--- src/rtl/arbiter_types.sv ---
// Types shared by the memory arbiter and anything that observes its state.
package arbiter_types;

    typedef enum logic [1:0] {
        IDLE = 2'b00,
        INST = 2'b01,
        DATA = 2'b10
    } arb_state_t;

endpackage

--- src/rtl/rv32i_types.sv ---
// Shared word-level types for the RV32I core and its memory-side blocks.
package rv32i_types;

    typedef logic [31:0] rv32i_word;

endpackage

--- src/rtl/mem_arbiter.sv ---
// Two-requester memory arbiter: instruction fetch and data share one memory
// port. Data wins by default; a starvation counter forces a waiting fetch
// through after STARVE_LIMIT consecutive data grants. Each granted transaction
// is registered onto the memory port and held until mem_resp, and the response
// pulse is routed only to the requester that owns the transaction.
module mem_arbiter
    import rv32i_types::*;
    import arbiter_types::*;
#(
    parameter int STARVE_LIMIT = 4,
    parameter int CNT_W        = 3
) (
    input  logic            clk,
    input  logic            rst,

    input  logic            inst_read,
    input  rv32i_word       inst_address,
    output logic            inst_resp,
    output rv32i_word       inst_rdata,

    input  logic            data_read,
    input  logic            data_write,
    input  logic [3:0]      data_byte_enable,
    input  rv32i_word       data_address,
    input  rv32i_word       data_wdata,
    output logic            data_resp,
    output rv32i_word       data_rdata,

    output logic            mem_read,
    output logic            mem_write,
    output logic [3:0]      mem_byte_enable,
    output rv32i_word       mem_address,
    output rv32i_word       mem_wdata,
    input  logic            mem_resp,
    input  rv32i_word       mem_rdata
);

    localparam logic [CNT_W-1:0] LIMIT_C    = CNT_W'(STARVE_LIMIT);
    localparam logic             GUARD_EN_C = (STARVE_LIMIT != 0);

    arb_state_t        state_r;
    arb_state_t        state_nx_s;
    logic              data_req_s;
    logic              force_inst_s;
    logic              grant_inst_s;
    logic              grant_data_s;
    logic [CNT_W-1:0]  streak_r;

    logic              mem_read_r;
    logic              mem_write_r;
    logic [3:0]        mem_byte_enable_r;
    rv32i_word         mem_address_r;
    rv32i_word         mem_wdata_r;

    // Increment that sticks at the starvation limit instead of wrapping.
    function automatic logic [CNT_W-1:0] sat_inc(input logic [CNT_W-1:0] val);
        if (val >= LIMIT_C) begin
            sat_inc = LIMIT_C;
        end else begin
            sat_inc = val + CNT_W'(1);
        end
    endfunction

    assign data_req_s   = data_read | data_write;
    assign force_inst_s = inst_read & data_req_s & GUARD_EN_C & (streak_r == LIMIT_C);

    // State register.
    always_ff @(posedge clk) begin
        if (rst) begin
            state_r <= IDLE;
        end else begin
            state_r <= state_nx_s;
        end
    end

    // Grant decision in IDLE and return-to-IDLE on completion.
    always_comb begin
        state_nx_s   = state_r;
        grant_inst_s = 1'b0;
        grant_data_s = 1'b0;
        case (state_r)
            IDLE: begin
                if (force_inst_s) begin
                    state_nx_s   = INST;
                    grant_inst_s = 1'b1;
                end else if (data_req_s) begin
                    state_nx_s   = DATA;
                    grant_data_s = 1'b1;
                end else if (inst_read) begin
                    state_nx_s   = INST;
                    grant_inst_s = 1'b1;
                end else begin
                    state_nx_s   = IDLE;
                end
            end
            INST, DATA: begin
                if (mem_resp) begin
                    state_nx_s = IDLE;
                end else begin
                    state_nx_s = state_r;
                end
            end
            default: begin
                state_nx_s = IDLE;
            end
        endcase
    end

    // Transaction register: latch on grant, hold until completion, then drop strobes.
    always_ff @(posedge clk) begin
        if (rst) begin
            mem_read_r        <= 1'b0;
            mem_write_r       <= 1'b0;
            mem_byte_enable_r <= 4'b0000;
            mem_address_r     <= 32'h0000_0000;
            mem_wdata_r       <= 32'h0000_0000;
        end else if (grant_inst_s) begin
            mem_read_r        <= 1'b1;
            mem_write_r       <= 1'b0;
            mem_byte_enable_r <= 4'b1111;
            mem_address_r     <= inst_address;
            mem_wdata_r       <= 32'h0000_0000;
        end else if (grant_data_s) begin
            // A simultaneous read+write is illegal; the write takes precedence.
            mem_read_r        <= data_read & ~data_write;
            mem_write_r       <= data_write;
            mem_byte_enable_r <= data_byte_enable;
            mem_address_r     <= data_address;
            mem_wdata_r       <= data_wdata;
        end else if ((state_r != IDLE) && mem_resp) begin
            mem_read_r        <= 1'b0;
            mem_write_r       <= 1'b0;
        end else begin
            mem_read_r        <= mem_read_r;
            mem_write_r       <= mem_write_r;
        end
    end

    // Starvation counter: counts data grants that overtook a waiting fetch.
    always_ff @(posedge clk) begin
        if (rst) begin
            streak_r <= '0;
        end else if (grant_inst_s) begin
            streak_r <= '0;
        end else if (grant_data_s) begin
            if (inst_read) begin
                streak_r <= sat_inc(streak_r);
            end else begin
                streak_r <= '0;
            end
        end else begin
            streak_r <= streak_r;
        end
    end

    // Responses go only to the owner; a mem_resp seen in IDLE is dropped.
    assign inst_resp  = mem_resp & (state_r == INST);
    assign data_resp  = mem_resp & (state_r == DATA);
    assign inst_rdata = mem_rdata;
    assign data_rdata = mem_rdata;

    assign mem_read        = mem_read_r;
    assign mem_write       = mem_write_r;
    assign mem_byte_enable = mem_byte_enable_r;
    assign mem_address     = mem_address_r;
    assign mem_wdata       = mem_wdata_r;

endmodule
--- config.mk ---
export PLATFORM = sky130hd
export DESIGN_NAME = mem_arbiter
export DESIGN_NICKNAME = d
export VERILOG_FILES = /design/src/rtl/arbiter_types.sv /design/src/rtl/rv32i_types.sv /design/src/rtl/mem_arbiter.sv
export SDC_FILE = /design/constraint.sdc
export NUM_CORES = 1
export LEC_CHECK = 0
export CORE_MARGIN = 3
export CORE_UTILIZATION = 31
export CTS_CLUSTER_SIZE = 30
export DETAILED_ROUTE_END_ITERATION = 10
export GPL_ROUTABILITY_DRIVEN = 0
export PLACE_DENSITY = 0.89
export SLEW_MARGIN = 25
export SYNTH_ARGS = -nofsm -noshare
export SYNTH_HDL_FRONTEND = slang
export SYNTH_SLANG_ARGS = --single-unit
--- constraint.sdc ---
create_clock -name clk -period 1.5 [get_ports clk]
set_clock_uncertainty 0.05 [all_clocks]
set_input_delay 0.45 -clock clk [delete_from_list [all_inputs] [get_ports clk]]
set_output_delay 0.45 -clock clk [all_outputs]
set_load 0.02 [all_outputs]
==> flow_metrics.env, run 1 <==
export IMPL_yosysSeqAreaShare=0.412
export IMPL_r2r_start="state_r[1]"
export IMPL_hp_start="state_r[1]"
export IMPL_syn_nets=566
export IMPL_clock_root_buffer="clkbuf_16"
export IMPL_critPathKind="reg2out"
export IMPL_power_density_mw_per_mm2=1110
export IMPL_syn_area_per_cell_um2=8.62
export IMPL_yosysTopAreaCellShare=0.412
export IMPL_power_frac_comb=0.317
export IMPL_final_cells=694
export IMPL_die_w_um=114
export IMPL_io_buffers=177
export IMPL_grt_max_degree=38
export IMPL_cts_tree="done"
export IMPL_fp_dieH_um=114
export IMPL_grt_antenna_before_repair=0
export IMPL_dpl_hpwl_um=8150
export IMPL_area_delta_synth_final_pct=66.3
export IMPL_fin_total_pwr_mw=6.74
export IMPL_drv_cap=0
export IMPL_drc=0
export IMPL_crit_path_end_kind="primary output"
export IMPL_grt_pass1_wl_um=19800
export IMPL_clockBufferDepth=2
export IMPL_dieArea_mm2=0.0131
export IMPL_synth_seq_cells=75
export IMPL_violations="setup timing"
export IMPL_initial_core_util=0.326
export IMPL_min_period_ns=1.73
export IMPL_viasPerCell=5.35
export IMPL_grt_overflow=0
export IMPL_final_common_cell="clkdlybuf4s50_1"
export IMPL_drive_gt1_frac=0.359
export IMPL_drv_slew=0
export IMPL_syn_inst=423
export IMPL_first_pass_iters=5
export IMPL_finalHoldViolCount=0
export IMPL_rsz0062_at_grt="true"
export IMPL_nets=693
export IMPL_status="finished, violations left"
export IMPL_clkLatencyLatePin_ns=0.32
export IMPL_insertedDiodeCount=0
export IMPL_wirelength_um=13500
export IMPL_swShare=0.293
export IMPL_ios=274
export IMPL_ys_types=28
export IMPL_yosys_warnings=0
export IMPL_ir_drop_mv=0.656
export IMPL_tightest_slew_ns=0.420
export IMPL_p_int_mw=4.77
export IMPL_power_frac_seq=0.344
export IMPL_max_freq_ghz=0.577
export IMPL_row_count=38
export IMPL_arrival_ns=1.23
export IMPL_switching_power_mw=1.97
export IMPL_worstHoldPathType="reg2reg"
export IMPL_slowest_stage="dfxtp_2"
export IMPL_htree_levels=3
export IMPL_critPathRequiredTime_ns=1.00
export IMPL_p_leak_nw=2.33
export IMPL_cts_made_buffers=9
export IMPL_wire_per_inst_um=19.5
export IMPL_netlist_area_mm2=0.00365
export IMPL_core_area_mm2=0.0112
export IMPL_cp_start_kind="flip-flop"
export IMPL_drt_iter0_drc=258
export IMPL_crit_fanout=3
export IMPL_ant_nets=0
export IMPL_grt_pass1_vias=3784
export IMPL_fin_crit_sh=1.16
export IMPL_setup_violations=76
export IMPL_cts_sinks=75
export IMPL_final_cell_mix="101 x clkdlybuf4s50_1, 73 x dfxtp_1, 59 x nor3_1"
export IMPL_clkTransAtPathRegs_ns=0.06
export IMPL_grtUsageTotal=0.191
export IMPL_via_count=3712
export IMPL_power_frac_clock=0.339
export IMPL_synth_area_leaders="dfxtp_1 41%, buf_4 13%, nor3_1 8.9%"
export IMPL_yosysTopAreaCell="dfxtp_1"
export IMPL_critical_path_startpoint="state_r[1]"
export IMPL_cpPeakStageDelay_ns=0.35
export IMPL_setup_slack_ns=-0.233
export IMPL_crit_chain="inv_2 > buf_4 > ha_4 > and2_4 > buf_6"
export IMPL_hold_buffers=0
export IMPL_place_inst=658
export IMPL_slew_headroom=0.719
-- through the flow --
step,setup WS (ns),setup TNS [ns],hold slack (ns),cell area (µm²),utilization
final,-0.233,-11.85,0.424,6060,0.543
after global routing,-0.270,-16.84,0.447,6060,0.543
after CTS,-0.215,-10.13,0.425,6100,0.546
after detailed placement,-0.702,-37.52,0.418,5210,0.466
after global placement,-0.659,-33.95,0.408,5210,0.466
after floorplan,0.000963,0,0.399,3650,-
-- worst max-delay path, delay by kind of cell (launching register included) --
family	cells	cell delay (ns)
adders and majority gates	1	0.15
and+or+nand+nor	1	0.13
DFF	1	0.35
buffers and inverters	3	0.29
-- cells in the mapped netlist --
master,count
dfxtp_1,75
nor3_1,65
buf_4,64
a21oi_1,39
o32ai_1,36
nand3_1,34
o21ai_1,25
buf_2,23
clkbuf_1,12
o21ai_0,10
buf_6,6
ha_1,5
nor2_1,5
inv_1,4
nand2_1,3
and2_1,2
nand4b_1,2
o211ai_1,2
or3_1,2
a2bb2oi_4,1
and3_1,1
nand2b_1,1
nor2b_1,1
o21a_1,1
o21ai_2,1
o21ba_2,1
o21bai_2,1
o31a_1,1
-- state kept, by name, indices dropped and copies added (netlist names) --
signal	cells
mem_write	1
mem_read	1
state_r	2
mem_address	32
mem_byte_enable	4
mem_wdata	32
streak_r	3
-- metal layers --
layer	track usage	up-vias	wire, µm
li1	-	1736	-
met1	0.231	1773	5400
met2	0.314	169	6690
met3	0.0581	34	1120
met4	0.0823	0	327
met5	0	-	0
-- power by group through the flow --
| stage | sequential [mW] | combinational, mW | clock, mW |
|---|---|---|---|
| after floorplan | 2.57 | 0.852 | 0 |
| after global placement | 2.34 | 1.68 | 0 |
| after detailed placement | 2.35 | 1.73 | 0 |
| after CTS | 2.32 | 2.08 | 2.34 |
| after global routing | 2.34 | 2.26 | 2.46 |
| final | 2.32 | 2.14 | 2.28 |
-- cell families (layout without fill, tap and decap cells) --
group	count (synthesis)	in the layout	synth area share
buffers and inverters	109	240	0.198
and+or+nand+nor	116	116	0.161
AOI/OAI and AO/OA	118	118	0.212
DFF	75	75	0.412
adders and majority gates	5	5	0.0172
-- repair_timing --
item                       CTS  global route
resized for setup          211           108
buffers inserted            10             2
cloned                       8             2
pin swaps                   19            13
setup endpoints to repair  147           140
-- final timing paths --
kind | to | cells after the start | slack [ns]
setup / recovery | inst_resp | 5 | -0.23
hold / removal | state_r[1] | 2 | 0.42
setup reg to reg | mem_address[29] | 10 | -0.21
hold reg to reg | state_r[1] | 2 | 0.42
-- layout make-up --
class	count	area [µm²]
Clock buffer	10	239
Clock inverter	5	77.6
Fill cell	1000	5110
Inverter	4	15.0
Multi-Input combinational cell	239	1830
Sequential cell	75	1500
Tap cell	140	175
Timing Repair Buffer	221	2230
(Power assumes the default switching activity.)
==> run 2, diff against run 1 <==
--- a/config.mk
+++ b/config.mk
@@ -5,6 +5,7 @@
 export SDC_FILE = /design/constraint.sdc
 export NUM_CORES = 1
 export LEC_CHECK = 0
+export CORE_ASPECT_RATIO = 1.1
 export CORE_MARGIN = 3
 export CORE_UTILIZATION = 31
 export CTS_CLUSTER_SIZE = 30
==> run 2 against run 1 <==
Against the previous run:
- global-route usage rose by 2.6 points
- the run still ends with setup timing left
- first-iteration DRC count rose by 5.8%
- highest routed layer unchanged
- cell count rose by 4.3%
- sequential power barely moved
- sequential share of layout area fell by 2.2 points
- critical endpoint is now mem_write
==> flow_metrics.env, run 2 (synthesis gave the netlist of run 1 again) <==
export IMPL_slew_headroom=0.759
export IMPL_cpPeakStageDelay_ns=0.35
export IMPL_slowest_stage="dfxtp_2"
export IMPL_violations="setup timing"
export IMPL_setup_violations=76
export IMPL_io_buffers=177
export IMPL_ant_nets=0
export IMPL_grt_pass1_vias=4164
export IMPL_cts_sinks=75
export IMPL_setup_slack_ns=-0.276
export IMPL_cts_tree="done"
export IMPL_drc=0
export IMPL_initial_core_util=0.325
export IMPL_timing_rr_end="mem_write"
export IMPL_grtUsageTotal=0.217
export IMPL_dp_slack_ns=-0.694
export IMPL_fp_dieH_um=120
export IMPL_min_period_ns=1.78
export IMPL_final_cell_mix="101 x clkdlybuf4s50_1, 71 x dfxtp_1, 48 x nor3_1"
export IMPL_hold_path_end="mem_wdata[30]"
export IMPL_rr_worst_depth=10
export IMPL_final_cells=724
export IMPL_critPathRequiredTime_ns=1.70
export IMPL_wire_per_inst_um=22.6
export IMPL_clkTransAtPathRegs_ns=0.06
export IMPL_holdPathStages=2
export IMPL_via_count=4046
export IMPL_p_leak_nw=2.55
export IMPL_drive_gt1_frac=0.450
export IMPL_area_delta_synth_final_pct=83.3
export IMPL_wirelength_um=16300
export IMPL_drv_cap=0
export IMPL_ir_drop_mv=0.567
export IMPL_clockBufferDepth=2
export IMPL_crit_fanout=5
export IMPL_viasPerCell=5.59
export IMPL_r2r_start="state_r[0]"
export IMPL_ios=274
export IMPL_arrival_ns=1.98
export IMPL_die_w_um=109
export IMPL_dieArea_mm2=0.0131
export IMPL_tightest_slew_ns=0.361
export IMPL_fin_crit_sh=1.18
export IMPL_max_freq_ghz=0.563
export IMPL_final_common_cell="clkdlybuf4s50_1"
export IMPL_place_inst=668
export IMPL_first_pass_iters=4
export IMPL_dpl_hpwl_um=8800
export IMPL_cp_start_kind="flip-flop"
export IMPL_grt_antenna_before_repair=1
export IMPL_row_count=40
export IMPL_crit_chain="inv_2 > buf_6 > ha_4 > buf_6 > buf_6 > o21ai_4 > buf_12 > buf_12 > o211ai_1 > a21oi_1"
export IMPL_crit_path_end_kind="flip-flop"
export IMPL_grt_pass1_wl_um=22000
export IMPL_core_area_mm2=0.0112
export IMPL_fin_util=0.596
export IMPL_ff2ff_setup_slack_ns=-0.28
export IMPL_grt_max_degree=37
export IMPL_htree_levels=3
export IMPL_hold_buffers=0
export IMPL_clock_root_buffer="clkbuf_16"
export IMPL_status="finished, violations left"
export IMPL_worstHoldPathType="reg2reg"
export IMPL_clkLatencyLatePin_ns=0.33
export IMPL_drv_slew=0
export IMPL_cts_made_buffers=9
export IMPL_crit_top_cell="buf_6"
export IMPL_power_density_mw_per_mm2=1060
export IMPL_hp_start="mem_wdata[30]"
export IMPL_critPathKind="reg2reg"
export IMPL_grt_overflow=0
export IMPL_finalHoldViolCount=0
export IMPL_rsz0062_at_grt="true"
export IMPL_drt_iter0_drc=273
export IMPL_fillers=892
export IMPL_nets=715
[run 2: cell types whose count changed in the layout (fill, tap and decap cells not counted), moves of 6 or more]
cell and delta:
nor3_1 -11, buf_4 +10, clkbuf_2 -7, clkdlybuf4s15_2 +7, o21ai_1 -7, nor3_4 +6
o21ai_2 +6
[run 2: repair_timing]
item / CTS / global route
gates resized for setup: 253 / 136
pin swaps: 44 / 43
buffers inserted: 17 / 11
endpoints found under the setup margin: 147 / 124
gates cloned: 12 / 8
[run 2: area by class of cell]
| cell class | count | area (µm²) | share of cell area |
|---|---|---|---|
| Timing Repair Buffer | 243 | 2580 | 0.386 |
| Multi-Input combinational cell | 239 | 2090 | 0.313 |
| Sequential cell | 75 | 1510 | 0.226 |
| Clock buffer | 11 | 253 | 0.0378 |
| Tap cell | 147 | 184 | 0.0275 |
| Clock inverter | 4 | 50.0 | 0.00749 |
| Inverter | 4 | 17.5 | 0.00262 |
| Antenna cell | 1 | 2.50 | 0.000374 |
[run 2: per-layer routing]
metal  GRT usage  up-vias  share of wire
met5           0        -              0
met4       0.110        0          0.041
met3      0.0742       64          0.089
met2       0.386      231           0.52
met1       0.221     1964           0.34
li1            -     1787              -
[run 2: worst max-delay path: cells and delay by family, from the launching register on]
family	cells	cell delay, ns
AO/OA/AOI/OAI	3	0.42
adder cells (fa/ha/maj)	1	0.15
buffers and inverters	6	0.72
flip-flops	1	0.35
[run 2: worst max-delay path by stage]
stage,slack (ns),cells after the start,endpoint,startpoint
finish,-0.28,10,mem_write,state_r[0]
global route,-0.34,10,mem_write,state_r[0]
CTS,-0.25,5,data_resp,state_r[0]
detailed placement,-0.69,3,inst_resp,mem_resp
global placement,-0.70,3,inst_resp,mem_resp
floorplan,0.001,6,mem_write,state_r[0]
[run 2: report_power, final]
| part | leakage, nW | total (mW) | switching, mW | internal [mW] |
|---|---|---|---|---|
| Combinational | 1.78 | 2.52 | 1.20 | 1.32 |
| Clock | 0.144 | 2.25 | 0.883 | 1.37 |
| Sequential | 0.623 | 2.33 | 0.130 | 2.20 |
[run 2: through the flow]
stage | total power [mW] | TNS, ns | hold WS (ns) | area (µm²)
4_1_cts | 6.90 | -14.33 | 0.424 | 6440
3_3_place_gp | 4.03 | -34.24 | 0.408 | 5250
2_1_floorplan | 3.43 | 0 | 0.399 | 3650
3_5_place_dp | 4.09 | -38.57 | 0.419 | 5250
6_report | 7.10 | -13.90 | 0.420 | 6680
5_1_grt | 7.37 | -19.17 | 0.443 | 6680
